**src/rtl/mem_scrubber.sv**
```systemverilog
// Memory scrubber: walks addresses 0..DEPTH_MEM-1, compares each word to (addr ^ SEED) and writes it back.
// Build option MEM_SCRUB_CORRECT_EN: write back the golden value instead of the read data.
module mem_scrubber #(
    parameter int unsigned WID_MEM   = 18,
    parameter int unsigned DEPTH_MEM = 1024,
    parameter logic [31:0] SEED      = 32'h0,
    parameter logic [31:0] PARK_ADDR = 32'hFFFF_FFFF
) (
    input  logic               clk,
    input  logic               reset,
    input  logic               start,
    input  logic               abort,
    output logic [31:0]        raddr,
    input  logic [WID_MEM-1:0] dout,
    output logic [31:0]        waddr,
    output logic [WID_MEM-1:0] din,
    output logic               busy,
    output logic               done,
    output logic [15:0]        err_count,
    output logic [31:0]        first_err_addr,
    output logic               first_err_valid
);

    localparam int unsigned AW        = 32;
    localparam int unsigned CW        = 16;
    localparam logic [AW-1:0] LAST_ADDR = AW'(DEPTH_MEM - 1);
    localparam logic [CW-1:0] CNT_MAX   = {CW{1'b1}};

    typedef enum logic [1:0] {
        ST_IDLE  = 2'd0,
        ST_SCAN  = 2'd1,
        ST_DRAIN = 2'd2,
        ST_DONE  = 2'd3
    } state_e;

    function automatic logic [WID_MEM-1:0] golden(input logic [AW-1:0] a);
        return WID_MEM'(a ^ SEED);
    endfunction

    state_e              state_q, state_d;
    logic [AW-1:0]       raddr_q, raddr_d;
    logic                cmp_valid_q, cmp_valid_d;
    logic [AW-1:0]       cmp_addr_q, cmp_addr_d;
    logic                busy_q, busy_d;
    logic                done_q, done_d;
    logic [CW-1:0]       err_count_q, err_count_d;
    logic [AW-1:0]       first_err_addr_q, first_err_addr_d;
    logic                first_err_valid_q, first_err_valid_d;

    logic                cmp_fire_c;
    logic                mismatch_c;
    logic [WID_MEM-1:0]  wdata_c;

    // A pending compare is dropped (no count, no write) when abort or reset arrives with it.
    assign cmp_fire_c = cmp_valid_q && !abort && !reset;
    assign mismatch_c = cmp_fire_c && (dout != golden(cmp_addr_q));

`ifdef MEM_SCRUB_CORRECT_EN
    assign wdata_c = golden(cmp_addr_q);
`else
    assign wdata_c = dout;
`endif

    always_comb begin
        state_d           = state_q;
        raddr_d           = '0;
        cmp_valid_d       = 1'b0;
        cmp_addr_d        = cmp_addr_q;
        err_count_d       = err_count_q;
        first_err_addr_d  = first_err_addr_q;
        first_err_valid_d = first_err_valid_q;

        case (state_q)
            ST_IDLE: begin
                if (start && !abort) begin
                    state_d           = ST_SCAN;
                    err_count_d       = '0;
                    first_err_addr_d  = '0;
                    first_err_valid_d = 1'b0;
                end
            end
            ST_SCAN: begin
                if (abort) begin
                    state_d = ST_IDLE;
                end else begin
                    cmp_valid_d = 1'b1;
                    cmp_addr_d  = raddr_q;
                    if (raddr_q == LAST_ADDR) begin
                        state_d = ST_DRAIN;
                    end else begin
                        raddr_d = raddr_q + AW'(1);
                    end
                end
            end
            ST_DRAIN: begin
                state_d = abort ? ST_IDLE : ST_DONE;
            end
            ST_DONE: begin
                state_d = ST_IDLE;
            end
            default: begin
                state_d = ST_IDLE;
            end
        endcase

        // Error bookkeeping for the word in the compare stage.
        if (mismatch_c) begin
            if (err_count_q != CNT_MAX) begin
                err_count_d = err_count_q + CW'(1);
            end
            if (!first_err_valid_q) begin
                first_err_valid_d = 1'b1;
                first_err_addr_d  = cmp_addr_q;
            end
        end

        busy_d = (state_d == ST_SCAN) || (state_d == ST_DRAIN);
        done_d = (state_d == ST_DONE);
    end

    always_ff @(posedge clk) begin
        if (reset) begin
            state_q           <= ST_IDLE;
            raddr_q           <= '0;
            cmp_valid_q       <= 1'b0;
            cmp_addr_q        <= '0;
            busy_q            <= 1'b0;
            done_q            <= 1'b0;
            err_count_q       <= '0;
            first_err_addr_q  <= '0;
            first_err_valid_q <= 1'b0;
        end else begin
            state_q           <= state_d;
            raddr_q           <= raddr_d;
            cmp_valid_q       <= cmp_valid_d;
            cmp_addr_q        <= cmp_addr_d;
            busy_q            <= busy_d;
            done_q            <= done_d;
            err_count_q       <= err_count_d;
            first_err_addr_q  <= first_err_addr_d;
            first_err_valid_q <= first_err_valid_d;
        end
    end

    // Write port follows the compare stage; read data is only available in that cycle.
    assign waddr           = cmp_fire_c ? cmp_addr_q : PARK_ADDR;
    assign din             = cmp_fire_c ? wdata_c : '0;
    assign raddr           = raddr_q;
    assign busy            = busy_q;
    assign done            = done_q;
    assign err_count       = err_count_q;
    assign first_err_addr  = first_err_addr_q;
    assign first_err_valid = first_err_valid_q;

endmodule

```
**config.mk**
```make
export PLATFORM = sky130hd
export DESIGN_NAME = mem_scrubber
export DESIGN_NICKNAME = d
export VERILOG_FILES = /design/src/rtl/mem_scrubber.sv
export SDC_FILE = /design/constraint.sdc
export NUM_CORES = 1
export LEC_CHECK = 0
export BUFFER_PORTS_ARGS = -buffer_cell sky130_fd_sc_hd__buf_2
export CAP_MARGIN = 20
export CORE_ASPECT_RATIO = 2
export CORE_UTILIZATION = 34
export DETAILED_ROUTE_END_ITERATION = 16
export PLACE_DENSITY_LB_ADDON = 0.2
export SLEW_MARGIN = 40
export SYNTH_ARGS = -nofsm -noshare
export SYNTH_HDL_FRONTEND = slang
export SYNTH_SLANG_ARGS = --single-unit
```
**constraint.sdc**
```tcl
create_clock -name clk -period 2.05 [get_ports clk]
set_input_delay 0.615 -clock clk [delete_from_list [all_inputs] [get_ports clk]]
set_output_delay 0.615 -clock clk [all_outputs]
set_load 0.03 [all_outputs]
```
==> metrics.log, run 1 <==
INFO  metric run_status = finished with violations
INFO  metric failing_checks = setup timing
INFO  metric synth.yosys.warnings = 0
INFO  metric layout-drive-gt1-share = 39.05%
INFO  metric cts.hold.buffers_added = 0
INFO  metric critPathMaxStageDelay = 0.17 ns
INFO  metric pwr-share-clk = 56.7%
INFO  metric post_synthesis_cell_area = 5480 um2
INFO  metric ioPinCount = 155
INFO  metric synth-seq-area-share = 43.11%
INFO  metric power.density_cell_area = 684.0 nW/um2
INFO  metric synth.net_count = 691
INFO  metric path_class = primary input to output port
INFO  metric via_total_after_detailed_routing = 5643
INFO  metric cp.arrival = 1.52 ns
INFO  metric worst_setup_path_start_kind = primary input
INFO  metric ratio_of_routed_vias_to_standard_cells = 5.003
INFO  metric min_period = 2.132 ns
INFO  metric drc = 0
INFO  metric synth.lib_cells_used.distinct = 52
INFO  metric clk-insertion-delay-late = 0.41 ns
INFO  metric post_synth_main_area_contributors = sky130_fd_sc_hd__dfxtp_1 (43%), sky130_fd_sc_hd__nand2_1 (8.1%), sky130_fd_sc_hd__nand3b_1 (4.4%)
INFO  metric post-synth-top-area-fraction = 43.11%
INFO  metric mostFrequentLayoutCells = sky130_fd_sc_hd__nand2_1 (118), sky130_fd_sc_hd__dfxtp_1 (109), sky130_fd_sc_hd__buf_4 (106)
INFO  metric timing_hold_violations_final = 0
INFO  metric rsz_0062_raised_after_global_routing = true
INFO  metric finalWirelength = 19240 um
INFO  metric clock_buffers_created_by_tritoncts = 17
INFO  metric synthesized_area_per_cell = 8.229 um2
INFO  metric power_share_of_the_combinational_group = 4.1%
INFO  metric aggregate_negative_setup_slack = -2.267 ns
INFO  metric gpl.final_weighted_congestion = 0.9559
INFO  metric r2r_setup_slack = 0.05 ns
INFO  metric vdd_ir_drop_max = 0.5374 mV
INFO  metric endpoint = waddr[4]
INFO  metric max_slew.worst_pin.slew = 0.4105 ns
INFO  metric most_common_cell_after_layout_fill_and_taps_aside = sky130_fd_sc_hd__nand2_1
INFO  metric cts-htree-levels = 4
INFO  metric tritoncts = done
INFO  metric power.switching_fraction = 20.56%
INFO  metric clock_path_buffers = 2
INFO  metric design.core.area = 15780 um2
INFO  metric leakagePower = 3.571 nW
INFO  metric grt.overflow.total = 0
INFO  metric placed_cells_incl_taps = 1085
INFO  metric synth-main-ff-cell = sky130_fd_sc_hd__dfxtp_1
INFO  metric cellInternalPower = 4.657 mW
INFO  metric final_critical_path_setup_slack = -0.08206 ns
INFO  metric reg_clk_slew_reported_paths = 0.05 ns
INFO  metric fin_util = 54.31%
INFO  metric die_boundary_height = 181.5 um
INFO  metric cp_max_fo = 8
INFO  metric worstHoldPathType = flip-flop to flip-flop
INFO  metric timing.max_cap.violations = 0
INFO  metric cts_num_sinks = 118
INFO  metric family_with_the_most_delay_on_the_worst_path = buffers and inverters
INFO  metric count_of_flip_flops_with_a_built_in_enable_after_synthesis = 0
INFO  metric die_area = 16660 um2
INFO  metric synthesis.instances = 666
INFO  metric clock-skew-final = 0.01031 ns
INFO  metric gr-usage-all-layers = 23.62%
INFO  metric worstReg2RegStart = raddr[0]
INFO  metric end_kind = output port
INFO  metric final_setup_violation_count = 46
INFO  metric worst-path-stages = 7
INFO  metric starting_density_of_the_core = 34.73%
INFO  metric synth_top_cell_by_area = sky130_fd_sc_hd__dfxtp_1
INFO  metric layout.nets = 939
INFO  metric port_buffers = 154
INFO  metric dp_hpwl = 13950 um
INFO  metric number_of_storage_elements_in_the_synthesis_netlist = 118
INFO  metric global_route_wire_length_before_repair = 30240 um
INFO  metric drt-pass1-iter-count = 4
INFO  metric portion_of_total_power_attributed_to_sequential_cells = 39.2%
INFO  metric cp.required = 1.43 ns
INFO  metric power.switching = 1.205 mW
INFO  metric grt_start_max_net_pins = 45
INFO  metric drt-initial-drc-count = 290
INFO  metric critical_path.reg2reg.endpoint = busy
INFO  metric area_delta_synth_final = 56.37%
INFO  metric path_buf_inv = 4
INFO  metric routedWlPerCell = 17.06 um
INFO  metric worst_setup_path_startpoint = abort
INFO  metric maxSlewViolCount = 0
INFO  metric asyncSetResetFlopFracSynth = 0%
INFO  metric instances_no_fill = 1128
INFO  metric crit_path_cell_trace = buf_8, nor2_4, and2_4, buf_4, buf_12, nand2b_1, buf_6
INFO  metric period_share = 104.0%
INFO  metric num_antenna_cells = 0
INFO  metric critical-path-slowest-cell = sky130_fd_sc_hd__and2_4
INFO  metric num_rows = 65
INFO  metric grt_antenna_before_repair = 0
INFO  metric max_freq = 469.0 MHz
INFO  metric worst-r2r-cell-count = 9
INFO  metric route.antenna.remaining_nets = 0
INFO  metric cts-root-buf = sky130_fd_sc_hd__clkbuf_16
INFO  metric die_width = 91.78 um
INFO  metric first_global_vias = 5676
INFO  metric hold-worst-slack = 0.4707 ns
INFO  metric worst_slew_margin_rel = 72.63%
-- stage by stage --
stage	cell area, um2	setup WS, ns	total power [mW]
CTS	8362	-0.06725	5.914
finish	8569	-0.08206	5.862
floorplan	5494	-0.08412	2.459
detailed placement	7188	-0.2543	2.559
global route	8569	-0.1309	6.052
global placement	7188	-0.2240	2.556
-- cell usage after synthesis (3+ instances only) --
library cell               instances
sky130_fd_sc_hd__dfxtp_1         118
sky130_fd_sc_hd__nand2_1         118
sky130_fd_sc_hd__nor2_1           54
sky130_fd_sc_hd__a21oi_1          40
sky130_fd_sc_hd__o21ai_0          36
sky130_fd_sc_hd__nand2b_1         32
sky130_fd_sc_hd__nand3b_1         32
sky130_fd_sc_hd__clkbuf_1         30
sky130_fd_sc_hd__and3_1           26
sky130_fd_sc_hd__xnor2_1          26
sky130_fd_sc_hd__xor2_1           24
sky130_fd_sc_hd__nand3_1          23
sky130_fd_sc_hd__nand4_1          15
sky130_fd_sc_hd__nor3_1            8
sky130_fd_sc_hd__and2_1            7
sky130_fd_sc_hd__inv_1             6
sky130_fd_sc_hd__buf_2             5
sky130_fd_sc_hd__nor4_1            5
sky130_fd_sc_hd__a221o_1           4
sky130_fd_sc_hd__and4_1            4
sky130_fd_sc_hd__nor2b_1           4
sky130_fd_sc_hd__buf_6             3
sky130_fd_sc_hd__ha_1              3
sky130_fd_sc_hd__mux2_2            3
sky130_fd_sc_hd__nor3_4            3
sky130_fd_sc_hd__nor3b_1           3
sky130_fd_sc_hd__o22ai_1           3
-- sequential cells by signal, summed over array words and instances (netlist names) --
| signal | flops |
|---|---|
| busy | 1 |
| cmp_addr_q | 32 |
| cmp_valid_q | 1 |
| done | 1 |
| err_count | 16 |
| first_err_addr | 32 |
| first_err_valid | 1 |
| raddr | 32 |
| state_q | 2 |
-- kinds of logic (layout without fill, tap and decap cells) --
family / Yosys count / count (layout) / share of synthesized area (%)
and+or+nand+nor: 344 / 344 / 32.79
DFF: 118 / 118 / 43.11
AOI/OAI and AO/OA: 100 / 100 / 10.64
xor gates and xnor gates: 50 / 50 / 7.991
buffers and inverters: 46 / 307 / 3.813
muxes: 5 / 5 / 0.9817
adders and majority gates: 3 / 3 / 0.6850
-- metal layers --
metal  global-route usage [%]  vias to the layer above  share of wire, %
met1                    24.39                     2667                37
met2                    44.93                      161                55
li1                         -                     2776                 -
met4                    11.81                        0               4.6
met5                        0                        -                 0
met3                    3.811                       39               3.7
-- worst min path at each step --
stage	start	end	slack [ns]	depth (start not counted)
global placement	first_err_addr[31]	first_err_addr[31]	0.47	2
CTS	cmp_addr_q[25]	cmp_addr_q[25]	0.47	2
global route	cmp_addr_q[25]	cmp_addr_q[25]	0.49	2
finish	cmp_addr_q[25]	cmp_addr_q[25]	0.47	2
detailed placement	cmp_addr_q[25]	cmp_addr_q[25]	0.46	2
floorplan	cmp_addr_q[18]	first_err_addr[18]	0.44	2
-- power by group through the flow --
stage	combinational [mW]	clock [mW]	sequential, mW
global route	0.255	3.50	2.30
CTS	0.231	3.38	2.30
finish	0.239	3.32	2.30
detailed placement	0.210	0	2.35
floorplan	0.108	0	2.35
global placement	0.208	0	2.35
-- worst min-delay path, stage by stage, from the launching register on --
cell,delay [ns]
sky130_fd_sc_hd__dfxtp_1,0.32
sky130_fd_sc_hd__nand2_1,0.06
sky130_fd_sc_hd__a21oi_1,0.05
-- layout make-up --
type                    instances  area (um2)
multi-input cells             502        3161
clock inverters                11       195.2
well taps                     201       251.5
clock buffers                  21       470.5
flip-flops and latches        118        2376
inverters                       6       22.52
repair buffers                269        2093
fillers                      1484        7208
-- timing repair --
item,CTS,global route
buffers inserted,4,4
gates cloned,3,0
setup endpoints to repair,51,56
pin swaps,5,7
resized for setup,112,37
(Power assumes the default switching activity.)
==> run 2, diff against run 1 <==
--- a/config.mk
+++ b/config.mk
@@ -5,11 +5,11 @@
 export SDC_FILE = /design/constraint.sdc
 export NUM_CORES = 1
 export LEC_CHECK = 0
-export BUFFER_PORTS_ARGS = -buffer_cell sky130_fd_sc_hd__buf_2
 export CAP_MARGIN = 20
 export CORE_ASPECT_RATIO = 2
 export CORE_UTILIZATION = 34
 export DETAILED_ROUTE_END_ITERATION = 16
+export DONT_BUFFER_PORTS = 1
 export PLACE_DENSITY_LB_ADDON = 0.2
 export SLEW_MARGIN = 40
 export SYNTH_ARGS = -nofsm -noshare
==> run 2 against run 1 <==
  * The flow now finishes without violations
  * Sequential share of layout area is 2.2 points higher
  * Clock skew about the same
  * Register-to-register slack hardly changed
  * Wire length down 0.31%
  * Global-route usage shrank 0.86 points
  * Total power shrank 5.3%
  * Hold slack got worse by 0.19 ns
  * Critical path type unchanged
==> metrics.log, run 2 (same netlist as run 1, synthesis figures left out) <==
INFO  metric grt_antenna_before_repair = 0
INFO  metric pwr-share-clk = 55.6%
INFO  metric timing.max_cap.violations = 0
INFO  metric starting_density_of_the_core = 34.73%
INFO  metric grt.overflow.total = 0
INFO  metric tritoncts = done
INFO  metric max_freq = 490.0 MHz
INFO  metric portion_of_total_power_attributed_to_sequential_cells = 41.5%
INFO  metric fin_util = 50.46%
INFO  metric path_class = primary input to output port
INFO  metric power_share_of_the_combinational_group = 2.9%
INFO  metric end_kind = output port
INFO  metric clock_buffers_created_by_tritoncts = 17
INFO  metric layout-drive-gt1-share = 32.00%
INFO  metric dp_hpwl = 14240 um
INFO  metric cp.required = 1.43 ns
INFO  metric die_boundary_height = 181.5 um
INFO  metric die_area = 16660 um2
INFO  metric cp_max_fo = 11
INFO  metric gpl.final_weighted_congestion = 0.9590
INFO  metric clock-skew-final = 0.009870 ns
INFO  metric clock_path_buffers = 2
INFO  metric start_point_of_the_worst_min_delay_path = reset
INFO  metric drt-initial-drc-count = 200
INFO  metric most_common_cell_after_layout_fill_and_taps_aside = sky130_fd_sc_hd__nand2_1
INFO  metric power.density_cell_area = 697.0 nW/um2
INFO  metric route.antenna.remaining_nets = 0
INFO  metric drt-pass1-iter-count = 4
INFO  metric routedWlPerCell = 18.75 um
INFO  metric leakagePower = 3.015 nW
INFO  metric gr-usage-all-layers = 22.76%
INFO  metric hold-worst-slack = 0.2794 ns
INFO  metric global_route_wire_length_before_repair = 28700 um
INFO  metric design.core.area = 15780 um2
INFO  metric finalWirelength = 19180 um
INFO  metric area_delta_synth_final = 45.27%
INFO  metric min_period = 2.041 ns
INFO  metric port_buffers = 0
INFO  metric worstHoldPathType = primary input to flip-flop
INFO  metric rsz_0062_raised_after_global_routing = true
INFO  metric num_rows = 65
INFO  metric power.switching = 1.102 mW
INFO  metric worst_setup_path_start_kind = primary input
INFO  metric cts-root-buf = sky130_fd_sc_hd__clkbuf_16
INFO  metric vdd_ir_drop_max = 0.4754 mV
INFO  metric run_status = finished clean
INFO  metric final_setup_violation_count = 0
INFO  metric drc = 0
INFO  metric num_antenna_cells = 0
INFO  metric cts.hold.buffers_added = 0
INFO  metric cp.arrival = 1.43 ns
INFO  metric ioPinCount = 155
INFO  metric via_total_after_detailed_routing = 5271
INFO  metric clk-insertion-delay-late = 0.41 ns
INFO  metric cts-htree-levels = 4
INFO  metric worstReg2RegStart = raddr[15]
INFO  metric period_share = 99.55%
INFO  metric maxSlewViolCount = 0
INFO  metric die_width = 91.78 um
INFO  metric mostFrequentLayoutCells = sky130_fd_sc_hd__nand2_1 (118), sky130_fd_sc_hd__buf_4 (113), sky130_fd_sc_hd__dfxtp_1 (107)
INFO  metric worst_slew_margin_rel = 61.76%
INFO  metric cts_num_sinks = 118
INFO  metric aggregate_negative_setup_slack = 0 ns
INFO  metric cellInternalPower = 4.447 mW
INFO  metric reg_clk_slew_reported_paths = 0.05 ns
INFO  metric max_slew.worst_pin.slew = 0.5722 ns
INFO  metric grt_start_max_net_pins = 78
INFO  metric ratio_of_routed_vias_to_standard_cells = 5.152
INFO  metric first_global_vias = 5208
INFO  metric worst_setup_path_startpoint = abort
INFO  metric r2r_setup_slack = 0.05 ns
INFO  metric timing_hold_violations_final = 0
INFO  metric power.switching_fraction = 19.87%
INFO  metric layout.nets = 835
-- run 2: changes by cell type in the layout (fill, tap and decap cells not counted), sizes merged --
| cell | before | now |
|---|---|---|
| bufinv | 5 | 4 |
| inv | 7 | 6 |
| clkbuf | 21 | 23 |
| clkinvlp | 3 | 1 |
| clkinv | 2 | 5 |
| buf | 269 | 163 |
-- run 2: final timing paths --
check	to	cells after the start
worst max-delay path	waddr[22]	5
worst min-delay path	err_count[12]	1
worst max register to register	busy	8
worst min register to register	cmp_addr_q[22]	2
-- run 2: worst max-delay path: stages --
cell,delay [ns]
sky130_fd_sc_hd__nor2_4,0.12
sky130_fd_sc_hd__and2_4,0.28
sky130_fd_sc_hd__buf_12,0.17
sky130_fd_sc_hd__nand2b_1,0.09
sky130_fd_sc_hd__buf_6,0.15
-- run 2: final cells by class --
cell class	instances	area, um2
sequential	118	2381
timing repair buffer	165	1508
inverter	6	22.52
clock buffer	21	460.4
tap	201	251.5
fill	1548	7816
multi-input combinational	502	3186
clock inverter	10	152.6
-- run 2: what timing repair did --
action                     CTS  global route
cloned                       1             3
buffers inserted             3             2
hold endpoints to repair     0             0
resized for setup           46            50
pin swaps                    3             5
setup endpoints to repair   45            63
-- run 2: routing by layer --
metal,share of wire (%),global-route usage (%),vias up
li1,-,-,2560
met1,35,21.67,2503
met2,55,42.68,166
met3,5.0,5.570,42
met4,4.9,14.25,0
met5,0,0,-
-- run 2: power groups by stage --
stage	sequential [mW]	clock (mW)	combinational, mW
5_1_grt	2.30	3.27	0.171
2_1_floorplan	2.35	0	0.108
4_1_cts	2.30	3.15	0.151
3_3_place_gp	2.35	0	0.142
6_report	2.30	3.09	0.161
3_5_place_dp	2.35	0	0.144
-- run 2: metrics by stage --
step / setup WS, ns / cells / total power [mW] / area, um2
floorplan: -0.08412 / 666 / 2.459 / 5494
global placement: -0.4283 / 985 / 2.493 / 6798
detailed placement: -0.2014 / 985 / 2.496 / 6804
CTS: -0.01418 / 1019 / 5.604 / 7624
global route: -0.06638 / 1023 / 5.737 / 7961
finish: 0.009254 / 1023 / 5.549 / 7961
